File: config.mk
export PLATFORM = sky130hd
export DESIGN_NAME = bcd_converter
export DESIGN_NICKNAME = d
export VERILOG_FILES = /design/src/rtl/bcd_pkg.sv /design/src/rtl/bcd_digit_adj.sv /design/src/rtl/bcd_converter.sv
export SDC_FILE = /design/constraint.sdc
export NUM_CORES = 1
export LEC_CHECK = 0
export ABC_AREA = 1
export BUFFER_PORTS_ARGS = -buffer_cell sky130_fd_sc_hd__buf_4
export CORE_MARGIN = 3
export CORE_UTILIZATION = 50
export CTS_CLUSTER_SIZE = 14
export DETAILED_ROUTE_END_ITERATION = 12
export PLACE_DENSITY_LB_ADDON = 0.3
export SYNTH_ARGS = -nofsm -noshare
export SYNTH_HDL_FRONTEND = slang
export SYNTH_SLANG_ARGS = --single-unit
File: constraint.sdc
create_clock -name clock_i -period 1.16 [get_ports clock_i]
set_input_delay 0.058 -clock clock_i [delete_from_list [all_inputs] [get_ports clock_i]]
set_output_delay 0.058 -clock clock_i [all_outputs]
set_load 0.01 [all_outputs]
File: src/rtl/bcd_pkg.sv
// Shared types and constants for the iterative binary-to-BCD converter.
package bcd_pkg;

    typedef enum logic [1:0] {
        IDLE  = 2'd0,
        SHIFT = 2'd1,
        DONE  = 2'd2
    } state_e;

    localparam int         DIGIT_W    = 4;
    localparam logic [3:0] BLANK_CODE = 4'hF;
    localparam logic [3:0] ADJ_THRESH = 4'd5;
    localparam logic [3:0] ADJ_ADD    = 4'd3;

endpackage

File: src/rtl/bcd_digit_adj.sv
// Double-dabble correction cell: adds 3 to a BCD digit that is 5 or more,
// so the following left shift carries correctly into the next decade.
module bcd_digit_adj
    import bcd_pkg::*;
(
    input  logic [DIGIT_W-1:0] digit_i,
    output logic [DIGIT_W-1:0] digit_o
);

    assign digit_o = (digit_i >= ADJ_THRESH) ? digit_i + ADJ_ADD : digit_i;

endmodule

File: src/rtl/bcd_converter.sv
// Sequential binary-to-BCD converter (double-dabble, one bit per clock).
// Define BCD_BLANK_EN to replace leading zero digits with the blank code.
module bcd_converter
    import bcd_pkg::*;
#(
    parameter int WIDTH  = 16,
    parameter int DIGITS = 5
) (
    input  logic                      clock_i,
    input  logic                      reset_i,
    input  logic                      start_i,
    input  logic [WIDTH-1:0]          bin_i,
    output logic                      busy_o,
    output logic                      valid_o,
    output logic [DIGITS*DIGIT_W-1:0] bcd_o
);

    localparam int CNT_W = $clog2(WIDTH + 1);
    localparam int SCR_W = DIGITS * DIGIT_W;

    state_e               state_q, state_d;
    logic [CNT_W-1:0]     cnt_q,   cnt_d;
    logic [WIDTH-1:0]     bin_q,   bin_d;
    logic [SCR_W-1:0]     scr_q,   scr_d;
    logic [SCR_W-1:0]     bcd_q,   bcd_d;
    logic                 valid_q, valid_d;

    logic [SCR_W-1:0]       scr_adj;
    logic [SCR_W+WIDTH-1:0] shift_v;
    logic [SCR_W-1:0]       bcd_fin;

    for (genvar g = 0; g < DIGITS; g++) begin : g_adj
        bcd_digit_adj u_adj (
            .digit_i (scr_q[g*DIGIT_W +: DIGIT_W]),
            .digit_o (scr_adj[g*DIGIT_W +: DIGIT_W])
        );
    end

    // Binary MSB falls into bit 0 of the units digit; the top scratch bit drops out.
    assign shift_v = {scr_adj, bin_q} << 1;

`ifdef BCD_BLANK_EN
    logic lead;

    always_comb begin
        bcd_fin = shift_v[SCR_W+WIDTH-1:WIDTH];
        lead    = 1'b1;
        // Walk down from the top digit; the units digit is never blanked.
        for (int i = DIGITS - 1; i >= 1; i--) begin
            if (shift_v[WIDTH + i*DIGIT_W +: DIGIT_W] != '0) lead = 1'b0;
            if (lead) bcd_fin[i*DIGIT_W +: DIGIT_W] = BLANK_CODE;
        end
    end
`else
    assign bcd_fin = shift_v[SCR_W+WIDTH-1:WIDTH];
`endif

    always_comb begin
        // NOTE: every output of this block gets a default first, so no path leaves one unassigned and no latch is inferred.
        state_d = state_q;
        cnt_d   = cnt_q;
        bin_d   = bin_q;
        scr_d   = scr_q;
        bcd_d   = bcd_q;
        valid_d = 1'b0;

        unique case (state_q)
            IDLE: begin
                if (start_i) begin
                    bin_d   = bin_i;
                    scr_d   = '0;
                    cnt_d   = CNT_W'(WIDTH);
                    state_d = SHIFT;
                end
            end
            SHIFT: begin
                scr_d = shift_v[SCR_W+WIDTH-1:WIDTH];
                bin_d = shift_v[WIDTH-1:0];
                cnt_d = cnt_q - CNT_W'(1);
                if (cnt_q == CNT_W'(1)) begin
                    bcd_d   = bcd_fin;
                    valid_d = 1'b1;
                    state_d = DONE;
                end
            end
            DONE: begin
                state_d = IDLE;
            end
            default: begin
                state_d = IDLE;
            end
        endcase
    end

    always_ff @(posedge clock_i or negedge reset_i) begin
        if (!reset_i) begin
            state_q <= IDLE;
            cnt_q   <= '0;
            bin_q   <= '0;
            scr_q   <= '0;
            bcd_q   <= '0;
            valid_q <= 1'b0;
        end else begin
            // NOTE: non-blocking assignments make every flop take its value from the same pre-edge snapshot.
            state_q <= state_d;
            cnt_q   <= cnt_d;
            bin_q   <= bin_d;
            scr_q   <= scr_d;
            bcd_q   <= bcd_d;
            valid_q <= valid_d;
        end
    end

    assign busy_o  = (state_q != IDLE);
    assign valid_o = valid_q;
    assign bcd_o   = bcd_q;

endmodule

# Yosys cells after proc, flatten, opt, wreduce, memory -nomap -nowiden
# Index checks and enable logic that the tools add are counted.
[word_totals]
regBits = 64
latch_bits = 0
mem_bits_rw = 0
romBits = 0
inputBits = 19
out_inout_bits = 22
memories = 0
[classes]
add_sub_neg = 6
mul = 0
div = 0
magnitude_cmp = 5
n_eq_ne = 4
shifts = 0
n_mux = 16
n_bitwise = 0
reduce_logical = 6
[ops]
columns = ["op", "count"]
rows = [
  ["$pmux 20 s2", 1],
  ["$pmux 16 s2", 1],
  ["$ge 4x3->1 const B", 5],
  ["$mux 20", 1],
  ["$add 4x2->4 const B", 4],
  ["$mux 16", 1],
  ["$mux 4", 4],
  ["$pmux 5 s2", 1],
  ["$reduce_and 2->1", 3],
  ["$eq 5x1->1 const B", 1],
  ["$mux 5", 1],
  ["$sub 5x1->5 const B", 1],
  ["$mux 2", 2],
  ["$ne 2x2->1 const B", 2],
  ["$pmux 2 s2", 1],
  ["$reduce_bool 2->1", 2],
  ["$add 3x2->3 const B", 1],
  ["$mux 3", 1],
  ["$eq 2x1->1 const B", 1],
  ["$logic_not 2->1", 1],
  ["$mux 1", 2],
]

# Depth between registers and ports, before layout
# Gate-level depths: netlist of the first run.
[depth]
word_depth = 3
ltp_mapped = 8
ltp_nobuf = 8

# By module
# From an unflattened synthesis of the first run, not the netlist that was laid out.
[unflattened]
hier_cells = 425
hier_area_um2 = 3433.3
[by_module_without_submodules]
columns = ["mod", "n_inst", "cells_each", "area_per_inst_um2", "seq_area_each_um2"]
rows = [
  ["bcd_converter", 1, 310, 2757.6, 1601.5],
  ["bcd_digit_adj", 5, 23, 135.1, 0.0],
]

# Worst setup path before layout of the first run
# Ideal clock, no wire load.
[synth_path]
path_kind = "flip-flop to flip-flop"
from = "register cnt_q[1]"
to = "register bcd_q[12], in the netlist bcd_o[12]"
setup_ns = 0.118
t_arrival_ns = 1.131
slack_ns = -0.089
path_stages_with_launch = 9
path_buffers = 1
synth_period_minus_slack_ns = 1.249
path_cell_list = "dfrtp_1 inv_1 ha_1 nand2_1 nor2_4 inv_2 buf_6 nand2_1 nand2_1"
[synth_via]
elab_chain_cells = 2
[synth_lines]
columns = ["element", "line_no", "source"]
rows = [
  ["start, declared", "bcd_converter.sv:22", "logic [CNT_W-1:0] cnt_q, cnt_d;"],
  ["start signal, assigned", "bcd_converter.sv:106", "cnt_q <= cnt_d;"],
  ["$eq 5x1->1", "bcd_converter.sv:80", "if (cnt_q == CNT_W'(1)) begin"],
  ["$reduce_and 2->1 (no source line)", "n/a", ""],
  ["end signal, assigned", "bcd_converter.sv:101", "bcd_q <= '0;"],
  ["end signal, assigned", "bcd_converter.sv:109", "bcd_q <= bcd_d;"],
  ["end, declared", "bcd_converter.sv:25", "logic [SCR_W-1:0] bcd_q, bcd_d;"],
]
# Every way passes these cells.
# A chain may end at the register's enable or synchronous reset.

# Worst setup path in the final report of the first run
[layout_path]
from = "register state_q[1]"
to = "register bin_q[12]"
[layout_via]
elab_chain_cells = 3
elab_cells_between_ends = 6
[layout_lines]
columns = ["element", "line_no", "source"]
rows = [
  ["start, declared", "bcd_converter.sv:21", "state_e state_q, state_d;"],
  ["start signal, assigned", "bcd_converter.sv:105", "state_q <= state_d;"],
  ["$eq 2x1->1 or $logic_not 2->1 (tied branches)", "bcd_converter.sv:67", "unique case (state_q)"],
  ["$reduce_bool 2->1 (no source line) or $ne 2x2->1 (tied branches)", "n/a", ""],
  ["$reduce_and 2->1 (no source line)", "n/a", ""],
  ["end signal, assigned", "bcd_converter.sv:107", "bin_q <= bin_d;"],
  ["end, declared", "bcd_converter.sv:23", "logic [WIDTH-1:0] bin_q, bin_d;"],
]
# Parallel ways exist; a longest one is shown, timed or not.

==> impl_metrics.json, run 1 <==
{
  "fmax_mhz": 768.7,
  "skew_ns": 0.009260,
  "layout_setup_ws_ns": -0.1408,
  "p_leak_nw": 2.517,
  "cp-start-kind": "flop",
  "drcViolationCount": 0,
  "overflow": 0,
  "initial_core_util": 0.5260,
  "cts_buffers": 9,
  "clk_latency_ns": 0.35,
  "rsz0062_at_grt": "true",
  "cts_tree": "done",
  "synth_seq_cells": 64,
  "path_cells": "nor2_2 > nand2_2 > nand2_4 > inv_8 > buf_12 > nand2_1 > nand3_1",
  "crit-reg2reg-launch": "state_q[1]",
  "drt-total-wl_um": 9650,
  "port_buffers": 40,
  "timing.critical_path.to": "bin_q[12]",
  "drv_slew": 0,
  "area_growth_pct": 53.41,
  "cp_num_buf_inv": 2,
  "worstMarginPinSlew_ns": 0.3398,
  "maxSlewHeadroom": 0.7734,
  "die_area_um2": 7370,
  "cp.arrival_ns": 1.52,
  "syn_inst": 396,
  "fillers": 338,
  "synth.area.mux_share": 0,
  "ant_nets": 0,
  "finalHoldViolCount": 0,
  "r2r_slack_ns": -0.14,
  "end_kind": "flop",
  "first_iter_violations": 223,
  "grt_pass1_wl_um": 13850,
  "synth-xor-area-share": 0,
  "drtPass1Iterations": 5,
  "grt_pass1_vias": 3145,
  "violations": "setup timing",
  "yosysSeqAreaShare": 0.5024,
  "rr_worst_depth": 7,
  "place_area_um2": 3790,
  "period_needed_ns": 1.301,
  "yosys_warnings": 0,
  "hold_path_class": "input pin to flop",
  "fin_nets": 537,
  "clkTransAtPathRegs_ns": 0.07,
  "synth.distinct_cells": 19,
  "antennaDiodeCount": 0,
  "syn_area_um2": 3188,
  "ioPinCount": 41,
  "p_total_mw": 14.67,
  "die_w_um": 85.85,
  "drive_above_1_share": 0.4012,
  "grt_usage": 0.2391,
  "clockRootBuffer": "clkbuf_8",
  "final_cell_area_um2": 4891,
  "worstSetupStartpoint": "state_q[1]",
  "synth_nets": 427,
  "grt_max_degree": 65,
  "path_class": "flop to flop",
  "syn_area_per_cell_um2": 8.051,
  "vias": 3182,
  "slowest_delay_ns": 0.44,
  "crit_required_ns": 1.38,
  "cp_max_fo": 16,
  "die_h_um": 85.85,
  "fin_crit_sh": 1.121,
  "r2r-end": "bin_q[12]",
  "dp_hpwl_um": 4767,
  "finalSetupViolations": 62,
  "gp_congestion": 0.8438,
  "synth_top_family_by_area": "simple AND/OR/NAND/NOR gates",
  "status": "finished, violations left",
  "p_per_area_nw_per_um2": 2999,
  "coreArea_um2": 6061,
  "drv_cap": 0,
  "path_depth": 7,
  "htree_levels": 3,
  "cts.sink_count": 64,
  "synth-compound-area-share": 0.03728,
  "wl_per_cell_um": 16.47,
  "slowest_stage": "dfrtp_2",
  "placement_rows": 28,
  "ir_drop_mv": 1.750,
  "antenna_found_initial": 0,
  "clk_path_buf_depth": 2,
  "synthAdderAreaFrac": 0.04710,
  "critical_path.top_delay_family": "simple AND/OR/NAND/NOR gates",
  "vias_per_cell": 5.430,
  "yosys.area_share.simple": 0.3320
}
==> cells in the final DEF, fill, tap and decap left out, types with 5 or more instances in the layout <==
cell           netlist  final
ha_4                 0      8
inv_1               32     15
dfrtp_1             64     63
dlygate4sd3_1        0     17
nand2_1            171    136
nand2_4              0     13
buf_4                2     73
nand3_4              0      5
nand3_2              0      8
clkbuf_8             0     11
buf_6                8      8
nand4_1             11     11
nand3_1             55     42
o21ai_1              0      6
nand2_2              3     25
inv_2                5     16
buf_12               0      6
==> what timing repair did <==
item	CTS	global route
hold buffers	17	0
gates cloned	1	4
endpoints found under the hold margin	80	0
pin swaps	23	28
buffers inserted	9	5
gates resized for setup	87	68
setup endpoints to repair	60	63
==> through the flow <==
step,std cells,hold slack (ns),utilization,setup slack (ns),setup TNS [ns]
2_1_floorplan,396,-0.2376,-,-0.01864,-0.1813
3_3_place_gp,534,0.08197,0.6253,-0.1274,-3.927
3_5_place_dp,534,0.08192,0.6253,-0.1561,-5.331
4_1_cts,577,0.1178,0.7444,-0.09736,-2.816
5_1_grt,586,0.1377,0.8070,-0.2276,-9.262
6_report,586,0.1233,0.8070,-0.1408,-4.762
==> flip-flops by register name, summed over array words and instances, names as in the netlist <==
signal / cells
bcd_o: 20
scr_q: 20
bin_q: 16
cnt_q: 5
state_q: 2
valid_o: 1
==> cell families after synthesis <==
| logic type | after synthesis |
|---|---|
| AOI/OAI and AO/OA | 21 |
| adders and majority gates | 12 |
| DFF | 64 |
| buffers and inverters | 50 |
| and+or+nand+nor | 249 |
==> final cells by class <==
| type | count | area, um^2 | area share |
|---|---|---|---|
| clock buffers | 13 | 158.9 | 0.03249 |
| clock inverters | 3 | 40.04 | 0.008186 |
| flip-flops and latches | 64 | 1603 | 0.3277 |
| multi-input cells | 282 | 1738 | 0.3553 |
| repair buffers | 112 | 1091 | 0.2231 |
| inverters | 37 | 166.4 | 0.03402 |
| well taps | 75 | 93.84 | 0.01919 |
==> power by group <==
| part | internal, mW | switching, mW | leakage, nW |
|---|---|---|---|
| logic | 3.96 | 4.61 | 1.62 |
| registers | 3.27 | 0.861 | 0.790 |
| clock network | 1.10 | 0.863 | 0.103 |
| total | 8.34 | 6.33 | 2.52 |
==> worst register-to-register path, cell delays in order, from the launching register on <==
cell and delay (ns):
dfrtp_2 0.44, nor2_2 0.15, nand2_2 0.10, nand2_4 0.12
inv_8 0.06, buf_12 0.14, nand2_1 0.08, nand3_1 0.09
==> cell usage after synthesis <==
cell type / count / area (um^2)
o21ai_0: 12 / 60.06
inv_2: 5 / 18.77
nor2_4: 2 / 22.52
buf_2: 3 / 15.01
buf_6: 8 / 90.09
buf_4: 2 / 15.01
ha_1: 12 / 150.1
a21boi_0: 5 / 37.54
nor3_1: 2 / 10.01
nand2_2: 3 / 18.77
a21oi_1: 3 / 15.01
o22ai_1: 1 / 6.260
nand4_1: 11 / 68.82
nor2_1: 4 / 15.01
nand2_1: 171 / 641.9
nand3_1: 55 / 275.3
nor2_2: 1 / 6.260
inv_1: 32 / 120.1
dfrtp_1: 64 / 1602
==> how the worst min path moves through the flow <==
stage,startpoint,to,cells past startpoint
after floorplan,reset_i,bcd_o[0],0
after global routing,start_i,cnt_q[4],4
final,start_i,cnt_q[4],4
after global placement,reset_i,bcd_o[10],2
after CTS,start_i,cnt_q[4],4
after detailed placement,reset_i,scr_q[11],2
==> metal layers <==
layer | up-vias | share of wire | track usage
met4 | 0 | 0.035 | 0.1324
li1 | 1486 | - | -
met2 | 126 | 0.53 | 0.4153
met1 | 1535 | 0.39 | 0.2806
met5 | - | 0 | 0
met3 | 35 | 0.044 | 0.03939
(Power assumes the default switching activity.)
==> run 2, diff against run 1 <==
--- a/config.mk
+++ b/config.mk
@@ -5,7 +5,6 @@
 export SDC_FILE = /design/constraint.sdc
 export NUM_CORES = 1
 export LEC_CHECK = 0
-export ABC_AREA = 1
 export BUFFER_PORTS_ARGS = -buffer_cell sky130_fd_sc_hd__buf_4
 export CORE_MARGIN = 3
 export CORE_UTILIZATION = 50
==> run 2 against run 1 <==
  * The run still ends with setup timing left
  * Flip-flop and latch count unchanged
  * Area after synthesis decreased by 3.8%
  * Register-to-register slack got worse by 0.40 ns
  * Core utilization increased by 15 points
  * Clock-buffer cell count increased by 2
  * Non-clock buffer count increased by 26
  * Worst setup slack got worse by 0.40 ns
  * Via count increased by 8.1%
  * Maximum frequency decreased by 23%
  * Clock skew increased by 0.0030 ns
  * Highest routed layer unchanged
  * Design area increased by 11%
==> impl_metrics.json, run 2 <==
{
  "status": "finished, violations left",
  "violations": "setup timing",
  "antenna_found_initial": 0,
  "fin_tns_setup_ns": -19.68,
  "grt_pass1_wl_um": 17320,
  "fmax_mhz": 589.3,
  "syn_area_per_cell_um2": 10.09,
  "layout_commonest_cell": "buf_4",
  "p_per_area_nw_per_um2": 3160,
  "path_cells": "inv_2 > ha_4 > nor4b_4 > nand2_2 > buf_4 > buf_6 > nand2_1 > o21ai_1",
  "grt_usage": 0.3163,
  "fin_nets": 468,
  "yosysSeqAreaShare": 0.5220,
  "fillers": 123,
  "drv_cap": 0,
  "drtPass1Iterations": 5,
  "p_total_mw": 17.22,
  "drv_slew": 0,
  "placement_rows": 27,
  "cp.arrival_ns": 1.93,
  "synthAdderAreaFrac": 0.04894,
  "clkTransAtPathRegs_ns": 0.08,
  "clk_latency_ns": 0.37,
  "port_buffers": 40,
  "grt_max_degree": 28,
  "yosys.area.top_type": "dfrtp_1",
  "gp_congestion": 0.8020,
  "vias": 3441,
  "synthTopCellsByCount": "64 x dfrtp_1, 50 x o21ai_0, 44 x nand2_1",
  "cts_tree": "done",
  "initial_core_util": 0.5374,
  "die_area_um2": 7112,
  "antennaDiodeCount": 0,
  "first_iter_violations": 347,
  "overflow": 0,
  "synth_edf_count": 0,
  "yosys.area_share.simple": 0.1607,
  "crit_required_ns": 1.40,
  "path_depth": 8,
  "hold_path_class": "input pin to flop",
  "dp_hpwl_um": 5032,
  "end_kind": "flop",
  "slowest_delay_ns": 0.42,
  "yosys_warnings": 0,
  "clockRootBuffer": "clkbuf_8",
  "synth.most_common_cell": "dfrtp_1",
  "syn_inst": 304,
  "grt_pass1_vias": 3233,
  "cts_buffers": 9,
  "finalSetupViolations": 65,
  "rr_worst_depth": 8,
  "synth.area.top_cells": "dfrtp_1 52%, o21ai_0 8.2%, nand2_1 5.4%",
  "fin_crit_sh": 1.463,
  "preCtsSetupSlack_ns": -0.4241,
  "finalHoldViolCount": 0,
  "drcViolationCount": 0,
  "layout_setup_ws_ns": -0.5371,
  "p_leak_nw": 2.516,
  "synth.distinct_cells": 31,
  "cp-start-kind": "flop",
  "drt-total-wl_um": 15240,
  "synth-xor-area-share": 0.01713,
  "top_usage_layer": "met2",
  "period_needed_ns": 1.697,
  "maxSlewHeadroom": 0.6831,
  "ioPinCount": 41,
  "critical_path.top_delay_family": "simple AND/OR/NAND/NOR gates",
  "slowest_stage": "dfrtp_1",
  "die_h_um": 84.33,
  "syn_area_um2": 3068,
  "cp_num_buf_inv": 3,
  "gr-usage-met3": 0.08440,
  "die_w_um": 84.33,
  "synth-compound-area-share": 0.1635,
  "synth_ff_type": "dfrtp_1",
  "htree_levels": 3,
  "final_cell_mix": "94 x buf_4, 62 x dfrtp_1, 28 x buf_6",
  "synth_seq_cells": 64,
  "worstHoldPathCells": 4,
  "ant_nets": 0,
  "area_growth_pct": 77.61,
  "use_met1": 0.4162,
  "cp_max_fo": 10,
  "worstMarginPinSlew_ns": 0.4754,
  "cts.sink_count": 64,
  "coreArea_um2": 5709,
  "synth_top_family_by_area": "compound AO/OA/AOI/OAI gates",
  "synth.area.mux_share": 0.04282,
  "synth-async-reset-ratio": 1.000,
  "clk_path_buf_depth": 2,
  "wl_per_cell_um": 29.70,
  "use_met2": 0.4986,
  "drive_above_1_share": 0.6689,
  "ir_drop_mv": 2.239,
  "path_class": "flop to flop",
  "skew_ns": 0.01226,
  "synth_nets": 335,
  "rsz0062_at_grt": "true",
  "vias_per_cell": 6.708,
  "yosys.area.top_type_share": 0.5220
}
run 2: routing by layer:
metal | up-vias | wire length, um
met5 | - | 0
met4 | 0 | 1271
li1 | 1340 | -
met3 | 121 | 1537
met2 | 330 | 7125
met1 | 1650 | 5303
run 2: cells by family (layout without fill, tap and decap cells):
family | count (synthesis) | count (layout)
DFF | 64 | 64
buffers and inverters | 31 | 168
adders and majority gates | 12 | 12
muxes | 12 | 12
and+or+nand+nor | 86 | 86
xor gates and xnor gates | 6 | 6
AOI/OAI and AO/OA | 93 | 93
run 2: worst min-delay path: stages:
cell and delay, ns:
buf_4 0.08, and3b_1 0.15, a21oi_1 0.05, o21ai_2 0.11
run 2: repair_timing:
item	in CTS	in global routing
setup endpoints to repair	62	65
resized for setup	121	127
buffers inserted	25	29
hold endpoints to repair	65	0
pin swaps	17	28
hold buffers	2	0
cloned	6	1
run 2: per-stage QoR:
stage | instance area, um^2 | hold slack [ns] | utilization | cells
after floorplan | 3288 | -0.2376 | - | 304
after global placement | 3935 | -0.02281 | 0.6892 | 447
after detailed placement | 3935 | -0.01372 | 0.6892 | 447
after CTS | 4827 | 0.09876 | 0.8455 | 493
after global routing | 5449 | 0.1238 | 0.9544 | 513
final | 5449 | 0.1246 | 0.9544 | 513
run 2: final timing paths:
| kind | start | slack [ns] | end |
|---|---|---|---|
| max in group asynchronous | reset_i | 0.49 | scr_q[6] |
| worst min-delay path | bin_i[2] | 0.12 | bin_q[2] |
| min in group asynchronous | reset_i | 0.14 | bin_q[14] |
| worst max-delay path | cnt_q[1] | -0.54 | bcd_o[5] |
| worst min register to register | bcd_o[1] | 0.51 | bcd_o[1] |
| worst max register to register | cnt_q[1] | -0.54 | bcd_o[5] |
run 2: cell type report:
| class | count | area (um^2) | area share |
|---|---|---|---|
| tap | 72 | 90.09 | 0.01653 |
| multi-input combinational | 209 | 2201 | 0.4039 |
| sequential | 64 | 1604 | 0.2944 |
| timing repair buffer | 138 | 1321 | 0.2425 |
| clock buffer | 15 | 166.4 | 0.03054 |
| inverter | 15 | 66.31 | 0.01217 |
run 2: report_power, final:
group / switching (mW) / leakage (nW) / total, mW / internal (mW)
clock network: 0.962 / 0.0838 / 1.85 / 0.888
logic: 5.37 / 1.62 / 10.9 / 5.51
registers: 1.29 / 0.807 / 4.49 / 3.20
total: 7.62 / 2.52 / 17.2 / 9.60
